`config.mk`:
```
export PLATFORM = sky130hd
export DESIGN_NAME = instr_sequencer
export DESIGN_NICKNAME = d
export VERILOG_FILES = /design/src/rtl/instr_sequencer_pkg.sv /design/src/rtl/instr_buffer.sv /design/src/rtl/instr_sequencer.sv
export SDC_FILE = /design/constraint.sdc
export NUM_CORES = 1
export LEC_CHECK = 0
export CAP_MARGIN = 20
export CORE_MARGIN = 2
export CORE_UTILIZATION = 55
export CTS_CLUSTER_SIZE = 12
export DETAILED_ROUTE_END_ITERATION = 10
export GPL_TIMING_DRIVEN = 1
export PLACE_DENSITY = 0.72
export SLEW_MARGIN = 10
export SYNTH_ARGS = -nofsm -noshare
export SYNTH_HDL_FRONTEND = slang
export SYNTH_SLANG_ARGS = --single-unit
```
`constraint.sdc`:
```
create_clock -name clock -period 4.11 [get_ports clock]
set_clock_uncertainty 0.1 [all_clocks]
set_input_delay 0.6165 -clock clock [delete_from_list [all_inputs] [get_ports clock]]
set_output_delay 0.6165 -clock clock [all_outputs]
set_load 0.005 [all_outputs]
```
`src/rtl/instr_sequencer_pkg.sv`:
```
// Shared types and helpers for the instruction sequencer: FSM state encoding,
// default halt sentinel and the inter-strobe gap reload computation.
package instr_sequencer_pkg;

    typedef enum logic [1:0] {
        ST_IDLE  = 2'd0,
        ST_ISSUE = 2'd1,
        ST_WAIT  = 2'd2,
        ST_DONE  = 2'd3
    } seq_state_e;

    localparam logic [31:0] DEFAULT_HALT_WORD = 32'hFFFF_FFFF;
    localparam int          GAP_MIN           = 2;
    localparam int          GAP_MAX           = 255;

    // WAIT lasts gap-1 cycles; the down-counter expires on zero, so reload with gap-2.
    function automatic logic [7:0] wait_reload(input int gap);
        int g;
        g = gap;
        if (g < GAP_MIN) begin
            g = GAP_MIN;
        end else if (g > GAP_MAX) begin
            g = GAP_MAX;
        end else begin
            g = gap;
        end
        return 8'(g - 2);
    endfunction

endpackage

```
`src/rtl/instr_buffer.sv`:
```
// Program store: DEPTH x 32 RAM, synchronous write from the loader,
// asynchronous read addressed by the sequencer's pc.
module instr_buffer #(
    parameter int DEPTH = 16,
    parameter int AW    = 4
) (
    input  logic          clock,
    input  logic          we,
    input  logic [AW-1:0] waddr,
    input  logic [31:0]   wdata,
    input  logic [AW-1:0] raddr,
    output logic [31:0]   rdata
);

    logic [31:0] mem [DEPTH];

    // Contents are deliberately not reset; the sequencer's count gates reachability.
    always_ff @(posedge clock) begin
        if (we) begin
            mem[waddr] <= wdata;
        end
    end

    assign rdata = mem[raddr];

endmodule

```
`src/rtl/instr_sequencer.sv`:
```
// Loads a short program from a host, then issues one word per slot to the CPU as
// a one-cycle newinstr strobe, GAP cycles apart, stopping at the end or a halt word.
module instr_sequencer
    import instr_sequencer_pkg::*;
#(
    parameter int          DEPTH     = 16,
    parameter int          AW        = 4,
    parameter int          GAP       = 4,
    parameter logic [31:0] HALT_WORD = DEFAULT_HALT_WORD
) (
    input  logic          clock,
    input  logic          reset,
    input  logic          load_en,
    input  logic [31:0]   load_data,
    output logic          load_full,
    input  logic          start,
    output logic [31:0]   instrword,
    output logic          newinstr,
    output logic          busy,
    output logic          done,
    output logic [AW-1:0] pc,
    output logic [7:0]    issued_count
);

    localparam logic [7:0]  WAIT_LOAD = wait_reload(GAP);
    localparam logic [AW:0] CNT_ONE   = (AW+1)'(1);
    localparam logic [AW:0] CNT_FULL  = (AW+1)'(DEPTH);
    localparam logic [AW-1:0] PTR_ONE = AW'(1);

    seq_state_e    state_q, state_d;
    logic [AW-1:0] pc_q, pc_d;
    logic [AW-1:0] wr_ptr_q, wr_ptr_d;
    logic [AW:0]   count_q, count_d;
    logic [7:0]    wait_cnt_q, wait_cnt_d;
    logic [31:0]   instrword_q, instrword_d;
    logic          newinstr_q, newinstr_d;
    logic          busy_q, busy_d;
    logic          done_q, done_d;
    logic          load_full_q, load_full_d;
    logic [7:0]    issued_q, issued_d;
    logic          mem_we;
    logic [31:0]   rd_word;

    instr_buffer #(.DEPTH(DEPTH), .AW(AW)) u_buf (
        .clock (clock),
        .we    (mem_we),
        .waddr (wr_ptr_q),
        .wdata (load_data),
        .raddr (pc_q),
        .rdata (rd_word)
    );

    // Next-state, pointer, counter and output computation.
    always_comb begin
        state_d     = state_q;
        pc_d        = pc_q;
        wr_ptr_d    = wr_ptr_q;
        count_d     = count_q;
        wait_cnt_d  = wait_cnt_q;
        instrword_d = instrword_q;
        issued_d    = issued_q;
        newinstr_d  = 1'b0;
        mem_we      = 1'b0;
        busy_d      = (state_q == ST_ISSUE) || (state_q == ST_WAIT);
        done_d      = (state_q == ST_DONE);

        case (state_q)
            ST_IDLE: begin
                // A same-cycle load takes priority over start.
                if (load_en && !load_full_q) begin
                    mem_we   = 1'b1;
                    wr_ptr_d = wr_ptr_q + PTR_ONE;
                    count_d  = count_q + CNT_ONE;
                end else if (start && (count_q != '0)) begin
                    state_d  = ST_ISSUE;
                    pc_d     = '0;
                    issued_d = 8'd0;
                end else begin
                    state_d = ST_IDLE;
                end
            end
            ST_ISSUE: begin
                if (rd_word != HALT_WORD) begin
                    instrword_d = rd_word;
                    newinstr_d  = 1'b1;
                    issued_d    = (issued_q == 8'hFF) ? issued_q : issued_q + 8'd1;
                    wait_cnt_d  = WAIT_LOAD;
                    state_d     = ST_WAIT;
                end else begin
                    state_d = ST_DONE;
                end
            end
            ST_WAIT: begin
                if (wait_cnt_q != 8'd0) begin
                    wait_cnt_d = wait_cnt_q - 8'd1;
                end else if ({1'b0, pc_q} == (count_q - CNT_ONE)) begin
                    state_d = ST_DONE;
                end else begin
                    pc_d    = pc_q + PTR_ONE;
                    state_d = ST_ISSUE;
                end
            end
            ST_DONE: begin
                if (start) begin
                    state_d  = ST_ISSUE;
                    pc_d     = '0;
                    issued_d = 8'd0;
                end else begin
                    state_d = ST_DONE;
                end
            end
            default: begin
                state_d = ST_IDLE;
            end
        endcase

        load_full_d = (count_d == CNT_FULL);
    end

    // State and output registers; reset overrides everything, even mid-run.
    always_ff @(posedge clock) begin
        if (!reset) begin
            state_q     <= ST_IDLE;
            pc_q        <= '0;
            wr_ptr_q    <= '0;
            count_q     <= '0;
            wait_cnt_q  <= 8'd0;
            instrword_q <= 32'd0;
            newinstr_q  <= 1'b0;
            busy_q      <= 1'b0;
            done_q      <= 1'b0;
            load_full_q <= 1'b0;
            issued_q    <= 8'd0;
        end else begin
            state_q     <= state_d;
            pc_q        <= pc_d;
            wr_ptr_q    <= wr_ptr_d;
            count_q     <= count_d;
            wait_cnt_q  <= wait_cnt_d;
            instrword_q <= instrword_d;
            newinstr_q  <= newinstr_d;
            busy_q      <= busy_d;
            done_q      <= done_d;
            load_full_q <= load_full_d;
            issued_q    <= issued_d;
        end
    end

    assign load_full    = load_full_q;
    assign instrword    = instrword_q;
    assign newinstr     = newinstr_q;
    assign busy         = busy_q;
    assign done         = done_q;
    assign pc           = pc_q;
    assign issued_count = issued_q;

endmodule

```
==> results.toml, run 1 <==
[status]
status = "completed"

[placement]
placed_cell_area_um2 = 24500
dp_slack_ns = 0.432
port_buffers = 83
routabilityCongestion = 0.817
dp_hpwl_um = 28700

[power_and_ir_drop]
irDropWorstVdd_mv = 0.390
p_leak_nw = 8.22
power_density_nw_per_um2 = 508
power_w = 0.0133

[yosys]
yosys_warnings = 0
synthFlopType = "edfxtp_1"
synth-seq-area-share_pct = 73.8
synth_nets = 1247
synthesis.area_per_instance_um2 = 19.0
syn_area_um2 = 22800
synth_cells = 1197
synth_edf_count = 512
synth_cell_types = 62
ys_seq_elements = 583
async_flop_share_pct = 0

[die]
die_x_um = 207
rows = 74
ioPinCount = 84
die_area_um2 = 43000
fp.coreArea_um2 = 40800
die_h_um = 207
start_util_pct = 55.7

[clock_network]
clk_pin_slew_worst_paths_ns = 0.06
numCtsBuffers = 58
post_cts_buffers = 0
max-clock-path-buffers = 3
cts_sinks = 583
cts-htree-levels = 2
cts_resized = 0
cts_hold_buf = 0
clock_latency_ns = 0.61
cts_root_buf = "clkbuf_16"
cts_tree = "yes"

[route]
drtPass1Iterations = 5
drt-initial-drc-count = 1356
wl_per_cell_um = 26.9
wl_um = 51300
vias = 11862
drc = 0
ant_nets = 0
vias_per_cell = 6.23

[worst_setup_path]
worst_ep_arrival_time_ns = 4.09
cp.required_ns = 4.51
cp.buffers_inverters = 2
crit_slowest_cell = "dfxtp_4"
crit_path_end_kind = "register"
cp_max_fo = 42
path_class = "reg -> reg"
path_cells = "buf_12 > and2b_1 > buf_4 > a22oi_1 > nand2_1 > nand4_1 > nor4_4 > nand4_1 > nor4b_1 > a311o_1"
start_kind = "register"
critPathMaxStageDelay_ns = 0.54
path_delay_family = "simple AND/OR/NAND/NOR gates"
crit_path_frequent_cell = "nand4_1"

[final_layout]
layout.nets = 1377
multi_input_area_um2 = 5630
finish.instance_area_um2 = 26200
regArea_um2 = 16800
final_util_pct = 64.2
fillers = 2726
area_growth_pct = 15.2
drive_gt1_share_pct = 20.4
final_cell_mix = "edfxtp_1 (512), mux4_2 (128), clkdlybuf4s50_1 (83)"
final_common_cell = "edfxtp_1"

[timing]
rsz0062_at_grt = "no"
final-hold-violation-count = 0
fin_crit_sh_pct = 89.8
setup_viol = 0
period_needed_ns = 3.69
slew_headroom_pct = 48.7
timing.fmax_ghz = 0.271
worst_slew_pin_slew_ns = 0.769
finalSetupTns_ns = 0
finalMaxSlewViolations = 0
setup_ws_ns = 0.417

[grt]
grt_usage_pct = 24.1
grt_pass1_vias = 12208
antenna_found_initial = 1
grt_pass1_wl_um = 77000
grt_max_degree = 45
overflow = 0

[flow_run]
drv_cap = 0

[min_path]
worst_hold_path_type = "reg -> reg"
[layer usage]
layer	GRT usage, %	routed length (µm)
met2	40.4	25700
met1	33.2	20700
met4	6.97	1130
met3	3.83	3770
met5	0	0
[layout make-up]
cell class | instances | area share (%)
Antenna cell | 1 | 0.00955
Clock buffer | 93 | 6.19
Clock inverter | 11 | 0.492
Inverter | 16 | 0.229
Multi-Input combinational cell | 535 | 21.5
Sequential cell | 583 | 64.1
Tap cell | 532 | 2.54
Timing Repair Buffer | 133 | 4.94
[worst register-to-register path, cell delays in order (launching register included)]
cell and delay [ns]:
dfxtp_4 0.54, buf_12 0.37, and2b_1 0.43, buf_4 0.21, a22oi_1 0.07, nand2_1 0.17
nand4_1 0.29, nor4_4 0.48, nand4_1 0.37, nor4b_1 0.26, a311o_1 0.31
[report_power, final]
group | switching, W | internal [W]
Clock | 0.00212 | 0.00282
Sequential | 0.000134 | 0.00673
Combinational | 0.000881 | 0.000644
Total | 0.00313 | 0.0102
[cells by family (layout without fill, tap and decap cells)]
| logic type | Yosys count | in the layout | share of synthesized area [%] |
|---|---|---|---|
| other | 0 | 1 | 0 |
| xor gates and xnor gates | 11 | 11 | 0.423 |
| and+or+nand+nor | 234 | 234 | 4.95 |
| buffers and inverters | 79 | 253 | 2.05 |
| AOI/OAI and AO/OA | 109 | 109 | 3.62 |
| adders and majority gates | 14 | 14 | 0.770 |
| muxes | 167 | 167 | 14.4 |
| DFF | 583 | 583 | 73.8 |
[Yosys cell counts (3+ instances only)]
cell      number  area [µm²]
buf_6          8        90.1
nand3_1       20         100
o21ai_0        5        25.0
ha_1          14         175
inv_1         15        56.3
buf_2         21         105
a21oi_1       10        50.1
nand4_1       14        87.6
a31o_1         3        26.3
nand2b_1       6        37.5
edfxtp_1     512       15400
buf_1          6        22.5
clkbuf_1      15        56.3
nand4b_1       4        35.0
xnor2_1        6        52.6
mux2i_1       38         380
nand2_1       68         255
and4_1         3        26.3
nor2b_1        9        56.3
a31oi_1        7        43.8
mux4_2       128        2880
and2_1         7        43.8
buf_12         3        60.1
a211o_1        4        35.0
dfxtp_1       71        1420
nor3_1        17        85.1
buf_4          9        67.6
o22ai_1        3        18.8
xor2_1         5        43.8
nor2_1        70         263
a22oi_1       55         413
and3_1         4        25.0
[stage by stage]
stage / instances / hold WS [ns]
6_report: 1904 / 0.385
5_1_grt: 1904 / 0.394
4_1_cts: 1903 / 0.382
3_5_place_dp: 1799 / 0.372
3_3_place_gp: 1799 / 0.361
2_1_floorplan: 1197 / 0.352
[flip-flops by register name (all words and copies together) (netlist names), named ones only]
signal,cells
state_q,2
load_full,1
wait_cnt_q,8
count_q,5
issued_count,8
u_buf.mem,512
wr_ptr_q,4
busy,1
pc,4
instrword,32
done,1
newinstr,1
[final timing paths]
| check | start | endpoint | slack [ns] | cells past startpoint |
|---|---|---|---|---|
| worst max-delay path | register | wait_cnt_q[2] | 0.42 | 10 |
| worst min-delay path | instrword[9] | instrword[9] | 0.39 | 2 |
| worst max register to register | register | wait_cnt_q[2] | 0.42 | 10 |
| worst min register to register | instrword[9] | instrword[9] | 0.39 | 2 |
No activity file was read; power rests on OpenSTA's default activity.
==> run 2: changes to the inputs <==
--- a/config.mk
+++ b/config.mk
@@ -12,7 +12,7 @@
 export DETAILED_ROUTE_END_ITERATION = 10
 export GPL_TIMING_DRIVEN = 1
 export PLACE_DENSITY = 0.72
-export SLEW_MARGIN = 10
+export SLEW_MARGIN = 20
 export SYNTH_ARGS = -nofsm -noshare
 export SYNTH_HDL_FRONTEND = slang
 export SYNTH_SLANG_ARGS = --single-unit
==> results of run 2 <==
Final layout, timing and power as in run 1 (identical DEF).
